### config.mk
export PLATFORM = sky130hd
export DESIGN_NAME = ad_ip_jesd204_tpl_dac_fifo
export DESIGN_NICKNAME = d
export VERILOG_FILES = /design/src/rtl/ad_ip_jesd204_tpl_dac_fifo.sv
export SDC_FILE = /design/constraint.sdc
export NUM_CORES = 2
export LEC_CHECK = 0
export BUFFER_PORTS_ARGS = -buffer_cell sky130_fd_sc_hd__buf_2
export CORE_MARGIN = 3
export CORE_UTILIZATION = 50
export CTS_BUF_LIST = sky130_fd_sc_hd__clkbuf_2
export CTS_CLUSTER_SIZE = 8
export DETAILED_ROUTE_END_ITERATION = 10
export GPL_TIMING_DRIVEN = 1
export PLACE_DENSITY = 0.66
export SLEW_MARGIN = 40
export SYNTH_ARGS = -nofsm -noshare
export SYNTH_HDL_FRONTEND = slang
export SYNTH_SLANG_ARGS = --single-unit
### constraint.sdc
create_clock -name clk -period 21.5 [get_ports clk]
set_input_delay 2.15 -clock clk [delete_from_list [all_inputs] [get_ports clk]]
set_output_delay 2.15 -clock clk [all_outputs]
set_load 0.005 [all_outputs]
### src/rtl/ad_ip_jesd204_tpl_dac_fifo.sv
// Elastic DMA-to-TPL DAC sample buffer in the link_clk domain, with a prefill start-up gate.
// Optional build macro DAC_FIFO_HOLD_ON_UNF_EN: repeat the last popped word while the buffer is empty in RUN.
module ad_ip_jesd204_tpl_dac_fifo #(
    parameter int DATA_WIDTH    = 128,
    parameter int NUM_CHANNELS  = 2,
    parameter int ADDR_WIDTH    = 4,
    parameter int PREFILL_LEVEL = 8
) (
    input  logic                    clk,
    input  logic                    reset,
    input  logic [NUM_CHANNELS-1:0] enable,
    input  logic                    s_valid,
    output logic                    s_ready,
    input  logic [DATA_WIDTH-1:0]   s_data,
    input  logic [NUM_CHANNELS-1:0] dac_valid,
    output logic [DATA_WIDTH-1:0]   dac_ddata,
    output logic                    dac_dunf,
    output logic [ADDR_WIDTH:0]     fifo_level,
    output logic [1:0]              dbg_state
);

    localparam int DEPTH = 1 << ADDR_WIDTH;
    localparam logic [ADDR_WIDTH:0] FULL_LEVEL  = (ADDR_WIDTH+1)'(DEPTH);
    localparam logic [ADDR_WIDTH:0] PREFILL_THR = (ADDR_WIDTH+1)'(PREFILL_LEVEL);

    localparam logic [1:0] ST_IDLE    = 2'd0;
    localparam logic [1:0] ST_PREFILL = 2'd1;
    localparam logic [1:0] ST_RUN     = 2'd2;

    logic [1:0]            state_q, state_d;
    logic [ADDR_WIDTH-1:0] wr_ptr_q, wr_ptr_d;
    logic [ADDR_WIDTH-1:0] rd_ptr_q, rd_ptr_d;
    logic [ADDR_WIDTH:0]   level_q, level_d;
    logic                  dunf_q, dunf_d;
    logic [DATA_WIDTH-1:0] mem_q [DEPTH];

    logic stream_on, strobe, full, empty, is_run;
    logic push, pop, underflow, flush;
    logic [DATA_WIDTH-1:0] head_data;

    assign stream_on = |enable;
    assign strobe    = |dac_valid;
    assign full      = (level_q == FULL_LEVEL);
    assign empty     = (level_q == '0);
    assign is_run    = (state_q == ST_RUN);

    // Upstream handshake: a beat transfers on a rising edge where s_valid and s_ready are
    // both high; s_ready depends only on state and occupancy, never on s_valid.
    assign s_ready   = (state_q != ST_IDLE) && !full;
    assign push      = s_valid && s_ready;
    assign pop       = strobe && is_run && !empty;
    assign underflow = strobe && is_run && empty;
    assign head_data = mem_q[rd_ptr_q];

    always_comb begin
        state_d = state_q;
        unique case (state_q)
            ST_IDLE:    if (stream_on) state_d = ST_PREFILL;
            ST_PREFILL: begin
                if (!stream_on)                 state_d = ST_IDLE;
                else if (level_q >= PREFILL_THR) state_d = ST_RUN;
            end
            ST_RUN:     if (!stream_on) state_d = ST_IDLE;
            default:    state_d = ST_IDLE;
        endcase
    end

    // Any edge that lands in IDLE discards the buffer contents on that same edge.
    assign flush = (state_d == ST_IDLE);

    always_comb begin
        wr_ptr_d = wr_ptr_q;
        rd_ptr_d = rd_ptr_q;
        level_d  = level_q;
        dunf_d   = underflow;
        if (push) wr_ptr_d = wr_ptr_q + ADDR_WIDTH'(1);
        if (pop)  rd_ptr_d = rd_ptr_q + ADDR_WIDTH'(1);
        unique case ({push, pop})
            2'b10:   level_d = level_q + (ADDR_WIDTH+1)'(1);
            2'b01:   level_d = level_q - (ADDR_WIDTH+1)'(1);
            default: level_d = level_q;
        endcase
        if (flush) begin
            wr_ptr_d = '0;
            rd_ptr_d = '0;
            level_d  = '0;
        end
    end

    always_ff @(posedge clk) begin
        if (reset) begin
            state_q  <= ST_IDLE;
            wr_ptr_q <= '0;
            rd_ptr_q <= '0;
            level_q  <= '0;
            dunf_q   <= 1'b0;
        end else begin
            state_q  <= state_d;
            wr_ptr_q <= wr_ptr_d;
            rd_ptr_q <= rd_ptr_d;
            level_q  <= level_d;
            dunf_q   <= dunf_d;
        end
    end

    always_ff @(posedge clk) begin
        if (push) mem_q[wr_ptr_q] <= s_data;
    end

`ifdef DAC_FIFO_HOLD_ON_UNF_EN
    logic [DATA_WIDTH-1:0] hold_q, hold_d;

    always_comb begin
        hold_d = hold_q;
        if (pop)   hold_d = head_data;
        if (flush) hold_d = '0;
    end

    always_ff @(posedge clk) begin
        if (reset) hold_q <= '0;
        else       hold_q <= hold_d;
    end

    always_comb begin
        dac_ddata = '0;
        if (is_run) dac_ddata = empty ? hold_q : head_data;
    end
`else
    always_comb begin
        dac_ddata = '0;
        if (is_run && !empty) dac_ddata = head_data;
    end
`endif

    assign dac_dunf   = dunf_q;
    assign fifo_level = level_q;
    assign dbg_state  = state_q;

endmodule

# Word level (Yosys, flattened, before mapping)
# Memory sizes are Yosys's and may differ from the RTL's. A register that Yosys moved wholly into a read port is not among the register bits.
# Cells that the tools add are included.
word_totals:
  in_bits: 135
  ramBits: 2048
  regBits: 16
  n_memories: 1
  word_cells: 43
classes:
  mux: 11
  n_reduce_logical: 16
  n_eq_ne: 5
  n_lt_le_gt_ge: 1
  add_sub_neg: 4
mem_list:
  columns: ["memory", "words", "width", "rd", "rd_clocked_by_memory_dff", "write_ports", "line", "rtl"]
  rows:
  - ["mem_q", 16, 128, 1, 1, 1, "35", "logic [DATA_WIDTH-1:0] mem_q [DEPTH];"]
op_table:
  columns: ["op", "count"]
  rows:
  - ["$mux W128", 1]
  - ["$pmux W5 S2", 1]
  - ["$add A4 B1 Y4 const B", 2]
  - ["$mux W2", 4]
  - ["$mux W4", 2]
  - ["$logic_and A1 B1 Y1", 6]
  - ["$pmux W2 S3", 1]
  - ["$reduce_or A2 Y1", 3]
  - ["$add A5 B1 Y5 const B", 1]
  - ["$eq A5 B5 Y1 const B", 1]
  - ["$ge A5 B4 Y1 const B", 1]
  - ["$logic_not A5 Y1", 1]
  - ["$sub A5 B1 Y5 const B", 1]
  - ["$eq A2 B1 Y1 const B", 2]
  - ["$eq A2 B2 Y1 const B", 2]
  - ["$logic_not A2 Y1", 2]
  - ["$reduce_bool A2 Y1", 2]
  - ["$logic_not A1 Y1", 2]
  - ["$mux W1", 2]

# Longest topological paths before layout
depth:
  ltp_word: 7
  depth_mapped: 12
  ltp_nobuf: 10

# Least setup slack after synthesis
# No wires, ideal clock.
synth_timing:
  path_type: "input to register"
  start: "in s_valid"
  end: "mem mem_q[0][0], enable pin"
  stages: 4
  setup_time_ps: 772
  required_time_ps: 20728
  arrival_ps: 11347
  path_slack_ps: 9382
  path_cell_list: "inv_1 > a211oi_2 > nand2_1 > nor3_1"
synth_via:
  elab_chain_cells: 3
synth_rtl:
  columns: ["item", "line", "rtl"]
  rows:
  - ["start: declaration", "12", "input logic s_valid,"]
  - ["$logic_and A1 B1 Y1", "50", "assign push = s_valid && s_ready;"]
  - ["$mux W1", "107", "if (push) mem_q[wr_ptr_q] <= s_data;"]
  - ["$mux W1 (not written as such)", "107", null]
  - ["end: declaration", "35", null]
# Every way passes these cells.

==> flow_metrics.py <==
metrics = {
    "setup_path": {
        "crit_fanout": 49,
        "cpMaxStageDelayCell": "buf_4",
        "crit_buf_inv": 5,
        "start_kind": "flip-flop",
        "max_stage_delay_ns": 0.79,
        "r2r_setup_slack_ns": 17.23,
        "cpMostUsedCell": "buf_4",
        "critical_path_class": "flip-flop to primary output",
        "cp-end-kind": "primary output",
        "critical_path.top_delay_family": "buffers and inverters",
        "cp_cell_sequence": "buf_16 > buf_4 > buf_6 > buf_4 > mux2i_1 > o22ai_1 > buf_2",
        "crit_required_ns": 19.35,
        "critPathArrivalTime_ns": 5.65,
    },
    "power": {
        "clkPwrFrac_pct": 35.4,
        "net-switching-power_uw": 1550,
        "p_int_uw": 5470,
        "switching_share_pct": 22.1,
        "leakage_uw": 0.0272,
        "power_density_nw_per_um2": 80.7,
        "ir_drop_mv": 0.0578,
        "pwr-share-seq_pct": 63.2,
        "fin_total_pwr_uw": 7020,
        "p_comb_share_pct": 1.3,
    },
    "timing": {
        "finalSetupViolCount": 0,
        "final.setup.tns_ns": 0,
        "drv_slew": 0,
        "final.setup_skew_ns": 0.150,
        "hold_violations": 0,
        "fin_crit_sh_pct": 36.3,
        "max_freq_ghz": 0.128,
        "finalWorstSetupSlack_ns": 13.70,
        "rsz0062_at_grt": "false",
        "slew_headroom_pct": 25.9,
        "worst_pin_slew_ns": 1.11,
        "fin_crit_ns": 7.80,
    },
    "flow_run": {
        "cap_violations": 0,
    },
    "finish": {
        "final_common_cell": "edfxtp_1",
        "n_fill_cell": 11768,
        "fin_util_pct": 56.1,
        "most-common-layout-cells": "edfxtp_1 (2048), clkbuf_2 (749), mux4_2 (512), buf_2 (271), mux2i_1 (261)",
        "final_nets": 4101,
        "area_growth_pct": 10.9,
        "layout-drive-gt1-share_pct": 39.0,
    },
    "grt": {
        "grt_pass1_vias": 39649,
        "antenna_found_initial": 50,
        "grt_pass1_wl_um": 260000,
        "grtUsageTotal_pct": 22.1,
        "grt_overflow": 0,
        "grt_max_degree": 99,
    },
    "place": {
        "port_buffers": 271,
        "place_congestion": 0.703,
        "dp_hpwl_um": 86300,
        "post-place-ws_ns": 15.42,
    },
    "die": {
        "coreArea_um2": 155000,
        "std_cell_rows": 144,
        "die_h_um": 402,
        "die_area_um2": 162000,
        "start_util_pct": 50.6,
        "die_x_um": 402,
        "io_pins": 272,
    },
    "clocking": {
        "cts_setup_buffers": 0,
        "cts_tree": "yes",
        "ctsHtreeMaxLevel": 6,
        "clkLatencyLatePin_ns": 1.68,
        "postCtsResizedCells": 0,
        "cts_max_path_buffers": 4,
        "path_clk_slew_ns": 0.09,
        "numClockSinks": 2068,
        "cts_root_buffer": "clkbuf_2",
        "numCtsBuffers": 534,
        "hold_buffers": 0,
    },
    "synthesis": {
        "ys_seq_area_share_pct": 78.9,
        "syn_nets": 3393,
        "synth-seq-cells": 2068,
        "ys.warnings.count": 0,
        "synth_area_um2": 78500,
        "ys_types": 40,
        "synthesis.instances": 3250,
        "syn_avg_cell_area_um2": 24.1,
    },
    "routing": {
        "drc": 0,
        "viasPerCell": 5.88,
        "totalWireLength_um": 177000,
        "first_pass_iters": 5,
        "vias": 37319,
        "wire_per_inst_um": 27.9,
        "drtIter0Drc": 2975,
        "postRouteAntennaNets": 0,
    },
    "hold_path": {
        "hold_path.class": "flip-flop to flip-flop",
    },
    "run_status": {
        "status": "completed",
    },
}
## Yosys cell counts
| cell | instances | area, µm² |
|---|---|---|
| o21a_1 | 1 | 7.51 |
| or4_4 | 1 | 11.3 |
| o22ai_1 | 129 | 807 |
| dfxtp_1 | 20 | 400 |
| nor3_1 | 5 | 25.0 |
| or2_2 | 1 | 6.26 |
| xor2_1 | 5 | 43.8 |
| o211ai_2 | 2 | 25.0 |
| clkbuf_1 | 36 | 135 |
| nand3b_1 | 1 | 7.51 |
| edfxtp_1 | 2048 | 61500 |
| and2b_1 | 1 | 7.51 |
| buf_2 | 67 | 335 |
| a2111o_1 | 1 | 11.3 |
| o21bai_1 | 1 | 7.51 |
| a22oi_1 | 1 | 7.51 |
| o221ai_4 | 1 | 26.3 |
| a21o_1 | 2 | 15.0 |
| a2111oi_0 | 1 | 8.76 |
| mux2i_1 | 261 | 2610 |
| nand2b_1 | 4 | 25.0 |
| xnor2_1 | 3 | 26.3 |
| ha_1 | 8 | 100 |
| buf_6 | 11 | 124 |
| a31oi_1 | 2 | 12.5 |
| inv_1 | 9 | 33.8 |
| nand3_1 | 2 | 10.0 |
| a211oi_2 | 1 | 12.5 |
| nor4b_1 | 1 | 8.76 |
| or3_1 | 3 | 18.8 |
| o21ai_0 | 4 | 20.0 |
| nand2_1 | 6 | 22.5 |
| nor4_1 | 2 | 12.5 |
| a32oi_1 | 1 | 8.76 |
| buf_4 | 32 | 240 |
| mux4_2 | 512 | 11500 |
| nand4b_1 | 1 | 8.76 |
| buf_1 | 32 | 120 |
| a21oi_1 | 6 | 30.0 |
| nor2_1 | 25 | 93.8 |
## logic make-up (layout without fill, tap and decap cells)
kind of cell | after synthesis | after routing | share of synthesized area (%)
and+or+nand+nor | 53 | 53 | 0.329
muxes | 773 | 773 | 18.0
DFF | 2068 | 2068 | 78.9
xor gates and xnor gates | 8 | 8 | 0.0893
AOI/OAI and AO/OA | 153 | 153 | 1.27
other | 0 | 22 | 0
buffers and inverters | 187 | 1213 | 1.26
adders and majority gates | 8 | 8 | 0.128
## flip-flops by register name (all words and copies together) (netlist names), named ones only
signal      flops
mem_q        2048
wr_ptr_q        4
dac_dunf        1
rd_ptr_q        4
fifo_level      5
dbg_state       2
## layout make-up
cell class                      count  area, µm²  area share [%]
Sequential cell                  2068      61900            71.2
Clock inverter                    105        603           0.693
Tap cell                         2044       2560            2.94
Antenna cell                       22       55.1          0.0633
Multi-Input combinational cell    995      15700            18.1
Clock buffer                      749       3750            4.31
Inverter                            9       33.8          0.0388
Timing Repair Buffer              350       2380            2.73
## power by group through the flow
stage / Clock, µW / Sequential [µW] / Combinational [µW]
2_1_floorplan: 0 / 4540 / 24.6
3_3_place_gp: 0 / 4530 / 90.9
3_5_place_dp: 0 / 4530 / 95.6
4_1_cts: 2580 / 4440 / 95.5
5_1_grt: 2800 / 4440 / 105
6_report: 2490 / 4440 / 94.4
## per-stage QoR
stage / instances / instance area, µm² / hold slack [ns]
after floorplan: 3250 / 78500 / 0.457
after global placement: 5456 / 82200 / 0.468
after detailed placement: 5465 / 82500 / 0.491
after CTS: 6319 / 86900 / 0.365
after global routing: 6329 / 87000 / 0.451
final: 6342 / 87000 / 0.509
## tightest hold or removal path, cell delays in order (launching register included)
cell	delay, ns
dfxtp_1	0.33
o21ai_0	0.07
a21oi_1	0.07
## final timing paths
check,startpoint,end,cells past startpoint
worst max-delay path,flip-flop,dac_ddata[86],7
worst min-delay path,rd_ptr_q[2],flip-flop,2
worst max register to register,fifo_level[2],mem_q[10][41],7
worst min register to register,rd_ptr_q[2],flip-flop,2
## layer usage
layer	global-route usage (%)	vias to the layer above	wire length [µm]
met5	0	-	111
met4	6.68	16	3420
met3	6.01	313	14000
met2	36.6	1472	90200
met1	28.8	19775	69100
li1	-	15743	-
Note: power is estimated with default switching activity, not from simulation.
